`src/rtl/dsm2_bitstream_gen.sv`:
```
// Second-order delta-sigma modulator: turns one clipped signed DC sample into
// a fixed-length 1-bit stream (1 = +FS, 0 = -FS) for a bitstream decimator.
module dsm2_bitstream_gen #(
    parameter int IN_W     = 16,
    parameter int N_CYCLES = 1024,
    parameter int LIM      = 24576
) (
    input  logic                   clk,
    input  logic                   rst_in,
    input  logic                   start,
    input  logic signed [IN_W-1:0] x_in,
    output logic                   d_out,
    output logic                   d_valid,
    output logic                   busy,
    output logic                   done,
    output logic [10:0]            ones_count
);

    localparam int I1_W  = IN_W + 3;
    localparam int I2_W  = IN_W + 5;
    localparam int SUM_W = IN_W + 7;
    localparam int CNT_W = 11;

    localparam logic [1:0] S_IDLE = 2'd0;
    localparam logic [1:0] S_RUN  = 2'd1;
    localparam logic [1:0] S_DONE = 2'd2;

    localparam logic signed [IN_W-1:0]  CLIP_HI = IN_W'(LIM - 1);
    localparam logic signed [IN_W-1:0]  CLIP_LO = IN_W'(-LIM);
    localparam logic signed [SUM_W-1:0] FB_MAG  = SUM_W'(2 ** (IN_W - 1));
    localparam logic signed [SUM_W-1:0] I1_MAX  = SUM_W'((2 ** (I1_W - 1)) - 1);
    localparam logic signed [SUM_W-1:0] I1_MIN  = SUM_W'(-(2 ** (I1_W - 1)));
    localparam logic signed [SUM_W-1:0] I2_MAX  = SUM_W'((2 ** (I2_W - 1)) - 1);
    localparam logic signed [SUM_W-1:0] I2_MIN  = SUM_W'(-(2 ** (I2_W - 1)));
    localparam logic [CNT_W-1:0]        LAST    = CNT_W'(N_CYCLES - 1);

    logic [1:0]              state;
    logic [CNT_W-1:0]        bit_cnt;
    logic signed [IN_W-1:0]  x_reg;
    logic signed [I1_W-1:0]  i1;
    logic signed [I2_W-1:0]  i2;

    logic                    y;
    logic                    accept;
    logic signed [SUM_W-1:0] fb;
    logic signed [SUM_W-1:0] sum1;
    logic signed [SUM_W-1:0] sum2;

    // Input clip keeps the second-order loop inside its stable range.
    function automatic logic signed [IN_W-1:0] clip_in(input logic signed [IN_W-1:0] v);
        if (v > CLIP_HI)
            return CLIP_HI;
        else if (v < CLIP_LO)
            return CLIP_LO;
        else
            return v;
    endfunction

    // Saturate a wide sum into the first integrator range.
    function automatic logic signed [I1_W-1:0] sat_i1(input logic signed [SUM_W-1:0] v);
        if (v > I1_MAX)
            return I1_MAX[I1_W-1:0];
        else if (v < I1_MIN)
            return I1_MIN[I1_W-1:0];
        else
            return v[I1_W-1:0];
    endfunction

    // Saturate a wide sum into the second integrator range.
    function automatic logic signed [I2_W-1:0] sat_i2(input logic signed [SUM_W-1:0] v);
        if (v > I2_MAX)
            return I2_MAX[I2_W-1:0];
        else if (v < I2_MIN)
            return I2_MIN[I2_W-1:0];
        else
            return v[I2_W-1:0];
    endfunction

    // Quantiser, feedback and integrator updates; i2 uses the old i1.
    always_comb begin
        y      = (i2 >= 0);
        fb     = y ? FB_MAG : -FB_MAG;
        sum1   = SUM_W'(i1) + SUM_W'(x_reg) - fb;
        sum2   = SUM_W'(i2) + SUM_W'(i1) - fb;
        // A start is only taken in IDLE or once done is visible; in RUN and on
        // the first DONE cycle it is ignored.
        accept = start && ((state == S_IDLE) || ((state == S_DONE) && done));
    end

    // Conversion sequencing, output flags and the ones counter.
    always_ff @(posedge clk) begin
        if (rst_in) begin
            state      <= S_IDLE;
            bit_cnt    <= '0;
            d_out      <= 1'b0;
            d_valid    <= 1'b0;
            busy       <= 1'b0;
            done       <= 1'b0;
            ones_count <= '0;
        end else begin
            case (state)
                S_IDLE: begin
                    if (accept) begin
                        state      <= S_RUN;
                        bit_cnt    <= '0;
                        ones_count <= '0;
                        done       <= 1'b0;
                    end
                end
                S_RUN: begin
                    d_out      <= y;
                    d_valid    <= 1'b1;
                    busy       <= 1'b1;
                    ones_count <= ones_count + 11'(y);
                    bit_cnt    <= bit_cnt + CNT_W'(1);
                    if (bit_cnt == LAST)
                        state <= S_DONE;
                end
                S_DONE: begin
                    d_valid <= 1'b0;
                    busy    <= 1'b0;
                    if (accept) begin
                        state      <= S_RUN;
                        bit_cnt    <= '0;
                        ones_count <= '0;
                        done       <= 1'b0;
                    end else begin
                        done <= 1'b1;
                    end
                end
                default: state <= S_IDLE;
            endcase
        end
    end

    // Sample capture and loop integrators; they hold outside RUN.
    always_ff @(posedge clk) begin
        if (rst_in) begin
            x_reg <= '0;
            i1    <= '0;
            i2    <= '0;
        end else if (accept) begin
            x_reg <= clip_in(x_in);
            i1    <= '0;
            i2    <= '0;
        end else if (state == S_RUN) begin
            i1 <= sat_i1(sum1);
            i2 <= sat_i2(sum2);
        end
    end

endmodule

```
`config.mk`:
```
export PLATFORM = sky130hd
export DESIGN_NAME = dsm2_bitstream_gen
export DESIGN_NICKNAME = d
export VERILOG_FILES = /design/src/rtl/dsm2_bitstream_gen.sv
export SDC_FILE = /design/constraint.sdc
export NUM_CORES = 1
export LEC_CHECK = 0
export CAP_MARGIN = 10
export CORE_UTILIZATION = 62
export DETAILED_ROUTE_END_ITERATION = 6
export PLACE_DENSITY = 0.94
export SYNTH_ARGS = -nofsm -noshare
export SYNTH_HDL_FRONTEND = slang
export SYNTH_SLANG_ARGS = --single-unit
```
`constraint.sdc`:
```
create_clock -name clk -period 3.8 [get_ports clk]
set_input_delay 0.57 -clock clk [delete_from_list [all_inputs] [get_ports clk]]
set_output_delay 0.57 -clock clk [all_outputs]
set_load 0.01 [all_outputs]
```
Word-level counts from Yosys, hierarchy flattened:

Index checks and enable logic that the tools add are counted.

* register bits: 83
* word-level logic and storage cells: 57

* $add $sub $neg: 6
* $lt $le $gt $ge: 7
* equality and inequality tests: 6
* mux-type cells: 17
* reductions and logical operators: 12

Operators by type and width (number)
* $pmux W11 S2: 2
* $mux W21: 2
* $mux W19: 2
* $mux W16: 2
* $gt A23 B19 Y1 const B: 1
* $gt A23 B21 Y1 const B: 1
* $lt A23 B19 Y1 const B: 1
* $lt A23 B21 Y1 const B: 1
* $mux W23: 1
* $sub A20 B23 Y23: 1
* $sub A22 B23 Y23: 1
* $add A21 B19 Y22: 1
* $ge A21 B1 Y1 const B: 1
* $add A19 B16 Y20: 1
* $gt A16 B16 Y1 const B: 1
* $lt A16 B16 Y1 const B: 1
* $add A11 B1 Y11: 1
* $add A11 B1 Y11 const B: 1
* $eq A11 B10 Y1 const B: 1
* $mux W11: 1
* $reduce_and A2 Y1: 3
* $reduce_bool A2 Y1: 3
* $mux W2: 2
* $ne A2 B2 Y1 const B: 2
* 10 further kinds: 14

Logic depth before layout (Yosys ltp):

Gate-level depths: netlist (run 1).

* depth after elaboration: 6
* gate-level depth with buffers: 14
* mapped depth without buffers: 12

Worst setup path before layout (run 1):

No wires, ideal clock.

* path kind: register to register
* start point: reg i2[20]
* end point: reg i2[10]
* library setup time: 73 ps
* data arrival time: 3082 ps
* data required time: 3727 ps
* path slack: 644 ps
* cell stages (with the launch flop): 13
* clock period less this slack: 3156 ps
* cells stage by stage: dfxtp_1 fa_1 inv_1 ha_1 and4_4 nand3_2 or3_1 o221ai_2 o21ai_1 a311oi_4 o21ai_2 buf_6 o211ai_2

* cells in the longest elaborated chain, start to end: 6
* elaborated cells between the ends (all ways): 8
* classes of those cells: add/sub: 2; order compare: 3; mux: 3

Ends and longest elaborated chain
* start: declaration: RTL line 41 `logic signed [I2_W-1:0] i2;`
* start signal: assignment: RTL line 148 `i2 <= sat_i2(sum2);`
* $ge A21 B1 Y1: RTL line 81 `y = (i2 >= 0);`
* $mux W23: RTL line 82 `fb = y ? FB_MAG : -FB_MAG;`
* $sub A22 B23 Y23 *: RTL line 84 `sum2 = SUM_W'(i2) + SUM_W'(i1) - fb;`
* $lt A23 B21 Y1: RTL line 73 `else if (v < I2_MIN)`
* $mux W21: RTL line 73
* $mux W21 *: RTL line 71 `if (v > I2_MAX)`

Mark *: on every way between the ends. The rest lies on a longest branch, timed or not.
A chain may end at the register's enable or synchronous reset.

Worst setup path in the final report (run 1):

* start point: reg x_reg[2]
* end point: reg i1[10]

* cells in the longest elaborated chain, start to end: 5
* elaborated cells between the ends (all ways): 6
* classes of those cells: add/sub: 2; order compare: 2; mux: 2

Ends and longest elaborated chain
* start: declaration: RTL line 39 `logic signed [IN_W-1:0] x_reg;`
* start signal: assignment: RTL line 143 `x_reg <= clip_in(x_in);`
* $add A19 B16 Y20 *: RTL line 83 `sum1 = SUM_W'(i1) + SUM_W'(x_reg) - fb;`
* $sub A20 B23 Y23 *: RTL line 83
* $lt A23 B19 Y1: RTL line 63 `else if (v < I1_MIN)`
* $mux W19: RTL line 63
* $mux W19 *: RTL line 61 `if (v > I1_MAX)`
* end signal: assignment: RTL line 147 `i1 <= sat_i1(sum1);`
* end: declaration: RTL line 40 `logic signed [I1_W-1:0] i1;`

Marked as above.

==> results of run 1 <==
through the flow:
step | utilization, % | setup WS (ns) | hold WS (ns)
after floorplan | - | 0.6445 | 0.4295
after global placement | 67.83 | 0.3121 | 0.4383
after detailed placement | 67.83 | 0.1723 | 0.4481
after CTS | 70.39 | 0.1221 | 0.4723
after global routing | 70.72 | 0.01248 | 0.4909
final | 70.72 | 0.1977 | 0.4704
kinds of logic after synthesis:
| kind of cell | after synthesis | share of synthesized area [%] |
|---|---|---|
| AND/OR/NAND/NOR | 202 | 14.97 |
| AO/OA/AOI/OAI | 251 | 26.38 |
| multiplexers | 4 | 0.6467 |
| XOR/XNOR | 40 | 5.326 |
| flip-flops | 83 | 25.26 |
| adder cells (fa/ha/maj) | 88 | 17.54 |
| buffers and inverters | 167 | 9.872 |
path summary, 6_finish.rpt:
path	end	slack, ns	startpoint
setup / recovery	i1[10]	0.20	x_reg[2]
hold / removal	i2[14]	0.47	i2[14]
setup reg to reg	i1[10]	0.20	x_reg[2]
hold reg to reg	i2[14]	0.47	i2[14]
synthesized netlist by cell type (all sizes together) (3+ instances only):
cell type,n
inv,135
dfxtp,83
ha,81
a21oi,80
o21ai,61
nor2,58
nand2,57
clkbuf,25
a211oi,22
a221oi,22
xor2,22
o211ai,18
xnor2,18
nand3,17
a21o,11
and3,11
nand2b,11
nand4,10
or3,10
nor3,8
buf,7
fa,7
nor2b,6
o21bai,5
or2,5
and2,4
o2111ai,4
a311oi,3
a31oi,3
and4,3
o22ai,3
what timing repair did:
item / 4_1_cts / 5_1_grt
endpoints found under the hold margin: 0 / 0
endpoints found under the setup margin: 0 / 34
resized for setup: 0 / 5
setup buffers: 0 / 0
area by class of cell:
| type | count | area (um^2) |
|---|---|---|
| timing repair buffer | 42 | 397.9 |
| clock inverter | 7 | 140.1 |
| sequential | 83 | 1662 |
| inverter | 135 | 506.7 |
| multi-input combinational | 585 | 4300 |
| clock buffer | 9 | 123.9 |
| fill | 743 | 3023 |
| tap | 136 | 170.2 |
worst register-to-register path, cell delays in order, from the launching register on:
cell and delay, ns:
sky130_fd_sc_hd__dfxtp_1 0.34, sky130_fd_sc_hd__inv_1 0.06, sky130_fd_sc_hd__ha_1 0.27, sky130_fd_sc_hd__inv_1 0.04, sky130_fd_sc_hd__ha_1 0.33, sky130_fd_sc_hd__nor2b_1 0.19, sky130_fd_sc_hd__o211a_1 0.24, sky130_fd_sc_hd__o211ai_1 0.13
sky130_fd_sc_hd__a21boi_1 0.19, sky130_fd_sc_hd__o211ai_1 0.18, sky130_fd_sc_hd__o21ai_1 0.80, sky130_fd_sc_hd__buf_4 0.32, sky130_fd_sc_hd__o21ai_0 0.10, sky130_fd_sc_hd__a221oi_1 0.32
layer usage:
layer	vias up	track usage (%)	part of all wire (%)
li1	2944	-	-
met1	2811	35.99	41
met2	256	52.18	49
met3	68	5.926	6.0
met4	0	16.40	4.6
met5	-	0	0
==> results.txt, run 1 <==
----------------------------------------------------
[Worst setup path]
  Worst Setup End Kind ... register
  Cell family contributing the most delay on the critical path ... compound AO/OA/AOI/OAI gates
  Classification of the worst setup path ... reg -> reg
  Worst endpoint required time ... 4.07 ns
  Master of the slowest instance on the critical path ... sky130_fd_sc_hd__o21ai_1
  Worst endpoint data arrival time ... 3.87 ns
  Cell-by-cell trace of the critical path ... inv_1, ha_1, inv_1, ha_1, nor2b_1, o211a_1, o211ai_1, a21boi_1, o211ai_1, o21ai_1, buf_4, o21ai_0, a221oi_1
  Combined buffer and inverter count along the critical path ... 3
  CP Launch Type ... register
  Number of logic stages on the critical path including buffering ... 13
  Largest stage delay on the critical path ... 0.80 ns
  Depth of the worst register-to-register path ... 13
  Maximum fanout along the worst path ... 11

[Route]
  Post-detailed-route DRC marker count ... 0
  Starting DRT DRC Count ... 511
  Average wire per standard cell ... 16.16 um
  Count of TritonRoute iterations in the first routing pass ... 5
  Wirelength, routed ... 16.12 mm
  Remaining number of nets flagged by the antenna check after routing ... 0
  Vias per cell ... 6.097
  Total vias in the final route ... 6079

[Placed design]
  Placed instance count ... 981
  Dpl hpwl ... 11.61 mm
  Final Wtd Congestion ... 1.003
  Quantity of I/O buffers inserted on ports ... 33
  Area post-placement ... 7003 um^2

[Flow run]
  Number of maximum-capacitance violations ... 0

[Timing]
  Max-slew headroom ... 34.21%
  Max Freq ... 0.2776 GHz
  Number of setup violations in the final report ... 0
  Actual slew at the worst max-slew pin ... 0.9803 ns
  Fin crit period ... 3.602 ns
  Largest clock skew in the final design ... 0.01240 ns
  Setup TNS ... 0 ns
  Max-slew violation count ... 0
  RSZ-0062 raised after global routing ... false
  Final count of hold timing violations ... 0
  Post-route clock period utilization ... 94.80%

[Layout]
  Most frequent cells in the layout ... sky130_fd_sc_hd__inv_1 (134), sky130_fd_sc_hd__dfxtp_1 (83), sky130_fd_sc_hd__ha_1 (81)
  Number of flip-flops under the largest register name ... 21
  Design Area, Final ... 7301 um^2
  Synth-to-layout area growth ... 10.99%
  Post-route non-filler standard cell count ... 997
  Number of inserted diodes ... 0
  Fraction of final layout cells with drive strength greater than 1 ... 7.317%
  Most frequent standard cell in the layout excluding fill and tap cells ... sky130_fd_sc_hd__inv_1
  Layout Nets ... 963

[Floorplanning]
  Area enclosed by the die boundary ... 11030 um^2
  I/O pin cnt ... 34
  Height of the chip ... 105 um
  Core Area ... 10320 um^2
  Num rows ... 37
  Chip Width ... 105 um
  Effective utilization at floorplan ... 63.71%

[Clock network]
  CTS tree ... yes
  # H-tree levels ... 3
  Largest buffer count on any clock path ... 2
  TritonCTS buffer count ... 9
  Hold-fix buffers at CTS ... 0
  Clock slew at the register clock pins of the worst setup and hold paths ... 0.09 ns
  Clk sink count ... 83
  Clock Root Buffer ... sky130_fd_sc_hd__clkbuf_8
  Clk_lat worst skew ... 0.38 ns

[Logic synthesis]
  Number of distinct library cell variants in the gate-level netlist after synthesis ... 65
  Post-synth EDFFs ... 0
  Area fraction of the dominant cell type after synthesis ... 25.26%
  Net count after synthesis ... 942
  Seq/Total Area, Yosys ... 25.26%
  FFs w/ async S/R, synth ... 0%
  Dominant synthesized flop cell ... sky130_fd_sc_hd__dfxtp_1
  Flops & latches, synth ... 83
  Cell taking the most area after synthesis ... sky130_fd_sc_hd__dfxtp_1
  Yosys warns ... 0
  Number of standard cells after synthesis ... 835
  Cell area after synthesis ... 6578 um^2
  Syn Area/Cell ... 7.877 um^2
  Top area cells in the synthesized netlist ... sky130_fd_sc_hd__dfxtp_1 (25%), sky130_fd_sc_hd__ha_1 (15%), sky130_fd_sc_hd__inv_1 (7.6%)

[GRT]
  Total congestion overflow after global routing ... 0
  Initial antenna violation count ... 0
  Global routing usage summed across all routing layers ... 30.52%
  Maximum number of pins on one net before global-route repair ... 40
  First-pass GRT wire length ... 27.32 mm
  Number of global-route vias before repair ... 5973

[Worst hold path]
  Worst Hold Class ... reg -> reg
  Hold Crit Depth ... 2

[Status]
  Outcome ... finished clean

----------------------------------------------------
Power of run 1 is left out: the tool's default activity adds up to more than one toggle a clock period on the data nets, which glitch-free logic cannot reach.
==> run 2: changes to the inputs <==
--- a/config.mk
+++ b/config.mk
@@ -9,6 +9,7 @@
 export CORE_UTILIZATION = 62
 export DETAILED_ROUTE_END_ITERATION = 6
 export PLACE_DENSITY = 0.94
+export SKIP_CTS_REPAIR_TIMING = 1
 export SYNTH_ARGS = -nofsm -noshare
 export SYNTH_HDL_FRONTEND = slang
 export SYNTH_SLANG_ARGS = --single-unit
==> results of run 2 <==
No change in the layout: final DEF, timing and power equal those of run 1.
Power of run 2 is left out for the same reason.
